===== config.mk =====
export PLATFORM = sky130hd
export DESIGN_NAME = delay_timer_arbiter
export DESIGN_NICKNAME = d
export VERILOG_FILES = /design/src/rtl/delay_timer_arbiter.sv
export SDC_FILE = /design/constraint.sdc
export NUM_CORES = 1
export LEC_CHECK = 0
export CAP_MARGIN = 20
export CORE_MARGIN = 2
export CORE_UTILIZATION = 25
export DETAILED_ROUTE_END_ITERATION = 8
export SLEW_MARGIN = 30
export SYNTH_ARGS = -nofsm -noshare
export SYNTH_HDL_FRONTEND = slang
export SYNTH_SLANG_ARGS = --single-unit

===== constraint.sdc =====
create_clock -name clk -period 4.3 [get_ports clk]
set_input_delay 0.43 -clock clk [delete_from_list [all_inputs] [get_ports clk]]
set_output_delay 0.43 -clock clk [all_outputs]
set_load 0.05 [all_outputs]

===== src/rtl/delay_timer_arbiter.sv =====
// delay_timer_arbiter: round-robin arbiter in front of one shared delay counter.
// A requester that wins arbitration owns the counter until its delay expires
// (one-cycle done_pulse) or until abort cancels it.
module delay_timer_arbiter #(
    parameter int NUM_REQ     = 4,
    parameter int COUNT_WIDTH = 16,
    localparam int AW         = (NUM_REQ > 1) ? $clog2(NUM_REQ) : 1
) (
    input  logic                           clk,
    input  logic                           rst_n,
    input  logic [NUM_REQ-1:0]             req_valid,
    input  logic [NUM_REQ*COUNT_WIDTH-1:0] req_delay,
    output logic [NUM_REQ-1:0]             req_ready,
    input  logic                           cnt_en,
    input  logic                           abort,
    output logic [NUM_REQ-1:0]             done_pulse,
    output logic                           busy,
    output logic [AW-1:0]                  active_id,
    output logic [COUNT_WIDTH-1:0]         count_out
);

    typedef enum logic [1:0] {IDLE, COUNT, DONE} state_t;

    state_t               state, state_nxt;
    logic [COUNT_WIDTH-1:0] counter;
    logic [COUNT_WIDTH-1:0] dly;
    logic [AW-1:0]          last_grant;

    logic                   grant_found;
    logic [AW-1:0]          grant_idx;
    logic [NUM_REQ-1:0]     grant_onehot;
    logic [NUM_REQ-1:0]     owner_onehot;
    logic [COUNT_WIDTH-1:0] sel_delay;
    logic                   accept;

    assign count_out = counter;
    assign accept    = (state == IDLE) && grant_found;

    // Round-robin pick: lowest valid index above last_grant, else lowest valid
    // overall (the wrap case). Scanning downward leaves the lowest match last.
    always_comb begin
        logic          hi_found, lo_found;
        logic [AW-1:0] hi_idx, lo_idx;
        hi_found = 1'b0;
        lo_found = 1'b0;
        hi_idx   = '0;
        lo_idx   = '0;
        for (int i = NUM_REQ - 1; i >= 0; i--) begin
            if (req_valid[i]) begin
                lo_found = 1'b1;
                lo_idx   = AW'(i);
                if (AW'(i) > last_grant) begin
                    hi_found = 1'b1;
                    hi_idx   = AW'(i);
                end
            end
        end
        grant_found = lo_found;
        grant_idx   = hi_found ? hi_idx : lo_idx;
    end

    // Decode winner/owner to one-hot and mux out the winner's delay.
    always_comb begin
        grant_onehot = '0;
        owner_onehot = '0;
        sel_delay    = '0;
        for (int i = 0; i < NUM_REQ; i++) begin
            grant_onehot[i] = grant_found && (AW'(i) == grant_idx);
            owner_onehot[i] = (AW'(i) == active_id);
            if (AW'(i) == grant_idx)
                sel_delay = req_delay[i*COUNT_WIDTH +: COUNT_WIDTH];
        end
    end

    // State register.
    always_ff @(posedge clk or negedge rst_n) begin
        if (!rst_n) state <= IDLE;
        else        state <= state_nxt;
    end

    // Next state and outputs; abort beats reaching the target in COUNT.
    always_comb begin
        state_nxt  = state;
        req_ready  = '0;
        done_pulse = '0;
        busy       = 1'b0;
        case (state)
            IDLE: begin
                req_ready = grant_onehot;
                if (accept) state_nxt = COUNT;
            end
            COUNT: begin
                busy = 1'b1;
                if (abort)               state_nxt = IDLE;
                else if (counter == dly) state_nxt = DONE;
            end
            DONE: begin
                busy       = 1'b1;
                done_pulse = owner_onehot;
                state_nxt  = IDLE;
            end
            default: state_nxt = IDLE;
        endcase
    end

    // Ownership capture on acceptance; counter saturates at the latched delay.
    always_ff @(posedge clk or negedge rst_n) begin
        if (!rst_n) begin
            counter    <= '0;
            dly        <= '0;
            active_id  <= '0;
            last_grant <= AW'(NUM_REQ - 1);
        end else if (accept) begin
            counter    <= '0;
            dly        <= sel_delay;
            active_id  <= grant_idx;
            last_grant <= grant_idx;
        end else if (state == COUNT && cnt_en && counter < dly) begin
            counter <= counter + COUNT_WIDTH'(1);
        end
    end

endmodule


Word level (Yosys, flattened, before mapping). Index checks and enable logic that the tools add are counted.

$add $sub $neg: 1. Multipliers: 0. Div/mod/pow operators: 0. Magnitude comparators: 5. Equal/unequal tests: 11. Shifts and indexed selects: 0. Mux-type cells: 38. Bitwise logic cells: 0. Reductions and logical operators: 13.

Operators with widths (count): 16-bit two-way mux (6); 2-bit two-way mux (16); 16-bit by 1-bit adder with 16-bit output (second input constant) (1); 16-bit == test (1); 16-bit < comparator (1); 1-bit two-way mux (13); 2-bit == test (first input constant) (4); 4-bit two-way mux (2); 1-bit logical AND (7); 2-bit logical NOT (3); 1-bit by 2-bit == test with 1-bit output (first input constant) (2); 1-bit by 2-bit greater-than comparator with 1-bit output (first input constant) (2); 2-bit greater-than comparator (first input constant) (2); 2-bit one-hot mux with 2 select lines (1); 3-bit inequality test (second input constant) (1); 2-bit by 1-bit == test with 1-bit output (second input constant) (1); 2-bit == test (second input constant) (1); 2-bit inequality test (second input constant) (1); 2-bit AND reduction (1); 2-bit nonzero test (1); 2-bit OR reduction (1).

Register bits: 38. Latch bits: 0. Bits in writable memories: 0. ROM bits: 0. Input bits: 72. Output and inout port bits: 27. Word-level logic and storage cells: 73. Memories: 0.

Depth between registers and ports, before layout.
Depth in word-level cells: 15. Mapped depth: 8. Mapped depth without buffers: 8.

Least setup slack after synthesis. Ideal clock, no wire load.

Kind: register to output. Start: register last_grant[1]. End: output req_ready[2]. Arrival time: 2019 ps. Data required time: 3870 ps. Path slack: 1851 ps. Stages on the path, launching flop included: 6. Path buffers: 1. Cells stage by stage: dfstp_2 > buf_2 > nor2_1 > a211oi_2 > nand2_1 > nor2_1.

Word-level cells in the longest chain between the ends: 13. Elaborated cells between the ends (all ways): 24. Those cells by class: order compare: 4; eq/ne: 1; mux: 18; reduce/logical: 1.

Ends and longest elaborated chain: start, declared (RTL line 27) `logic [AW-1:0] last_grant;`; start signal, assigned (RTL line 112) `last_grant <= AW'(NUM_REQ - 1);`; start signal, assigned (RTL line 117) `last_grant <= grant_idx;`; 2-bit greater-than comparator (RTL line 52) `if (AW'(i) > last_grant) begin`; 2-bit two-way mux / 1-bit two-way mux (equally long branches) (RTL line 52); 2-bit two-way mux / 1-bit two-way mux (equally long branches) (RTL line 49) `if (req_valid[i]) begin`; 2-bit two-way mux / 1-bit two-way mux (equally long branches) (RTL line 52); 2-bit two-way mux / 1-bit two-way mux (equally long branches) (RTL line 49); 2-bit two-way mux / 1-bit two-way mux (equally long branches) (RTL line 52); 2-bit two-way mux / 1-bit two-way mux (equally long branches) (RTL line 49); 2-bit two-way mux / 1-bit two-way mux (equally long branches) (RTL line 52); 2-bit two-way mux / 1-bit two-way mux (equally long branches) (RTL line 49); 2-bit two-way mux (*) (RTL line 59) `grant_idx = hi_found ? hi_idx : lo_idx;`; 2-bit == test (*) (RTL line 68) `grant_onehot[i] = grant_found && (AW'(i) == grant_idx);`; 1-bit logical AND (*) (RTL line 68); 4-bit two-way mux (*) (RTL line 87) `case (state)`; end, declared (RTL line 13) `output logic [NUM_REQ-1:0] req_ready,`.

Mark *: on every way between the ends. The rest lies on a longest branch, timed or not.

Final worst setup path.
Start: input req_valid[3]. End: output req_ready[1].

Word-level cells in the longest chain between the ends: 11. Elaborated cells between the ends (all ways): 26. Those cells by class: eq/ne: 1; mux: 24; reduce/logical: 1.

Ends and longest elaborated chain: start, declared (RTL line 11) `input logic [NUM_REQ-1:0] req_valid,`; 2-bit two-way mux / 1-bit two-way mux (equally long branches) (RTL line 49); 2-bit two-way mux / 1-bit two-way mux (equally long branches) (RTL line 52); 2-bit two-way mux / 1-bit two-way mux (equally long branches) (RTL line 49); 2-bit two-way mux / 1-bit two-way mux (equally long branches) (RTL line 52); 2-bit two-way mux / 1-bit two-way mux (equally long branches) (RTL line 49); 2-bit two-way mux / 1-bit two-way mux (equally long branches) (RTL line 52); 2-bit two-way mux / 1-bit two-way mux (equally long branches) (RTL line 49); 2-bit two-way mux (RTL line 59); 1-bit by 2-bit == test with 1-bit output (RTL line 68); 1-bit logical AND (*) (RTL line 68); 4-bit two-way mux (*) (RTL line 87).

Marks and branches as above.

==> impl_metrics.ini <==
[min_path]
hp-class = in -> async

[place]
port_buffers = 98
hpwl_um = 6291
dpl.cell_count = 527
gp_congestion = 0.8354

[layout]
drive_gt1_share_pct = 12.15
stdcell_count = 535
area_growth_pct = 45.45
fin_util_pct = 37.53
antenna_cells = 0
fin_nets = 486

[yosys]
synth_fp_nets = 387
yosysMostFrequentCell = dfrtp_1
synthCells = 295
yosys_warnings = 0
async_flop_share_pct = 100.0
synthDistinctLibCells = 54
synthFlopType = dfrtp_1
yosys.area.top_type = dfrtp_1
synth_area_leaders = dfrtp_1 (32%), ha_1 (8.9%), a221oi_2 (5.3%)
synth_edf_count = 0
synth_top_area_share_pct = 31.93
yosysSeqAreaShare_pct = 33.79
ys_top_cells_by_count = dfrtp_1 (36), nand2_1 (34), inv_1 (25)
syn_avg_cell_area_um2 = 9.564
ys_ff_latch = 38
syn_area_um2 = 2821

[die]
rows = 38
dieWidth_um = 110.2
ios = 99
die_area_um2 = 12150
core_area_um2 = 10940
start_util_pct = 25.80
die_h_um = 110.2

[critical_path]
worstRegToRegCells = 7
crit_path_start = req_valid[3]
cp-end-kind = output port
crit_family = buffers and inverters
required_ns = 3.87
crit_path_cell_trace = clkdlybuf4s50_1 -> nand2b_2 -> o211a_1 -> a211oi_2 -> buf_4 -> nand2b_1 -> nor2b_1 -> clkdlybuf4s50_1
path_depth = 8
rrSetupSlack_ns = 1.93
crit_slowest_cell = clkdlybuf4s50_1
cp-start-kind = primary input
arrival_ns = 2.77
cp_common_cell = clkdlybuf4s50_1
crit_type = in -> out
cpPeakStageDelay_ns = 0.71
endpoint = req_ready[1]
r2r-end = count_out[14]
crit_buf_inv = 3
crit_fanout = 15
rr_startpoint = count_out[13]

[global_route]
grt_max_degree = 39
grt_pass1_wl_um = 12780
first_global_vias = 2595
antenna_found_initial = 0
track_usage_pct = 13.51
grt.overflow.total = 0

[detailed_routing]
vias = 2596
wl_per_cell_um = 14.95
drc = 0
drtIter0Drc = 80
totalWireLength_um = 7998
drt-vias-per-instance = 4.852
postRouteAntennaNets = 0
drt_first_pass_iters = 4

[pwr]
p_sw_uw = 882.3
clockPowerShare_pct = 20.7
p_int_uw = 1224
seq_power_share_pct = 26.4
p_leak_uw = 0.001747
pwr-share-comb_pct = 52.9
swShare_pct = 41.90
ir_drop_mv = 0.4024
power-per-cell-area_nw_per_um2 = 513.1

[clock_tree]
clk_path_buf_depth = 2
htreeDepth = 2
cts_hold_buf = 0
clk_pin_slew_ns = 0.06
cts_tree = yes
cts_setup_buffers = 0
cts_resized = 0
cts_buffers = 5
worstSkewPairLatency_ns = 0.28
clock_sinks = 38
root_buffer = clkbuf_16

[sta]
timing.final.crit_share_pct = 74.36
tns_ns = 0
whs_ns = 0.1163
rsz0062_at_grt = false
slew_viol_final = 0
fmax_mhz = 312.8
fin_crit_ns = 3.197
hold_viol = 0
skew_ns = 0.005632
setup_viol = 0
slew_headroom_pct = 62.47
worstMarginPinSlew_ns = 0.5613

[outcome]
status = complete, no violations

[flow_run]
max-cap-violations = 0
==> metal layers <==
metal  share of wire [%]  vias to the layer above  GRT usage (%)
met5                   0                        -              0
met4                0.81                        0          2.679
met3                 7.8                        6          3.527
met2                  46                       79          22.30
met1                  46                     1222          17.89
li1                    -                     1289              -
==> per-stage QoR <==
stage | instance area (um^2) | power, uW | setup slack (ns)
finish | 4104 | 2106 | 1.103
global route | 4104 | 2269 | 0.9464
CTS | 4101 | 2134 | 1.098
detailed placement | 3929 | 1689 | 1.102
global placement | 3929 | 1663 | 1.181
floorplan | 2821 | 1371 | 1.851
==> worst min-delay path by stage <==
stage / end / slack [ns] / cells after the start / startpoint
finish: count_out[0] / 0.12 / 1 / rst_n
global route: count_out[11] / 0.16 / 1 / rst_n
CTS: dly[8] / 0.30 / 1 / rst_n
detailed placement: dly[2] / 0.49 / 2 / dly[2]
global placement: dly[7] / 0.48 / 2 / dly[7]
floorplan: active_id[0] / 0.13 / 0 / rst_n
==> layout make-up <==
type / instances / area, um^2
clock buffer: 7 / 142.6
clock inverter: 1 / 30.03
fill: 1139 / 6832
inverter: 25 / 93.84
multi-input combinational: 221 / 1695
sequential: 38 / 953.4
tap: 140 / 175.2
timing repair buffer: 103 / 1013
==> power groups by stage <==
| stage | Sequential [uW] | Clock, uW | Combinational [uW] |
|---|---|---|---|
| final | 557 | 435 | 1110 |
| after global routing | 574 | 462 | 1230 |
| after CTS | 558 | 443 | 1130 |
| after detailed placement | 562 | 0 | 1130 |
| after global placement | 556 | 0 | 1110 |
| after floorplan | 585 | 0 | 786 |
==> cells by family after synthesis <==
| family | after synthesis | synth area share, % |
|---|---|---|
| compound gates | 67 | 21.07 |
| xor+xnor | 9 | 2.794 |
| fa+ha+maj | 20 | 8.869 |
| buf+inv | 36 | 6.120 |
| flops | 38 | 33.79 |
| mux | 22 | 8.293 |
| simple gates | 103 | 19.07 |
==> sequential cells by signal (all words and copies together), names as in the netlist <==
signal / cells
last_grant: 2
count_out: 16
state: 2
active_id: 2
dly: 16
==> cell usage in the layout (no fill, tap or decap), types with 5 or more instances in the layout <==
master,Yosys,final
a221oi_2,10,10
nand2_1,34,34
clkdlybuf4s50_1,0,96
nor4_1,7,7
a22oi_1,11,11
inv_1,25,25
clkbuf_16,0,5
buf_4,0,7
o221ai_1,5,5
a21oi_1,16,16
nor2_1,23,23
mux2_2,11,11
mux2i_1,11,11
nand3_1,5,5
xnor2_1,9,9
dfrtp_1,36,36
nand4_1,6,6
ha_1,20,20
(Power assumes the default switching activity.)
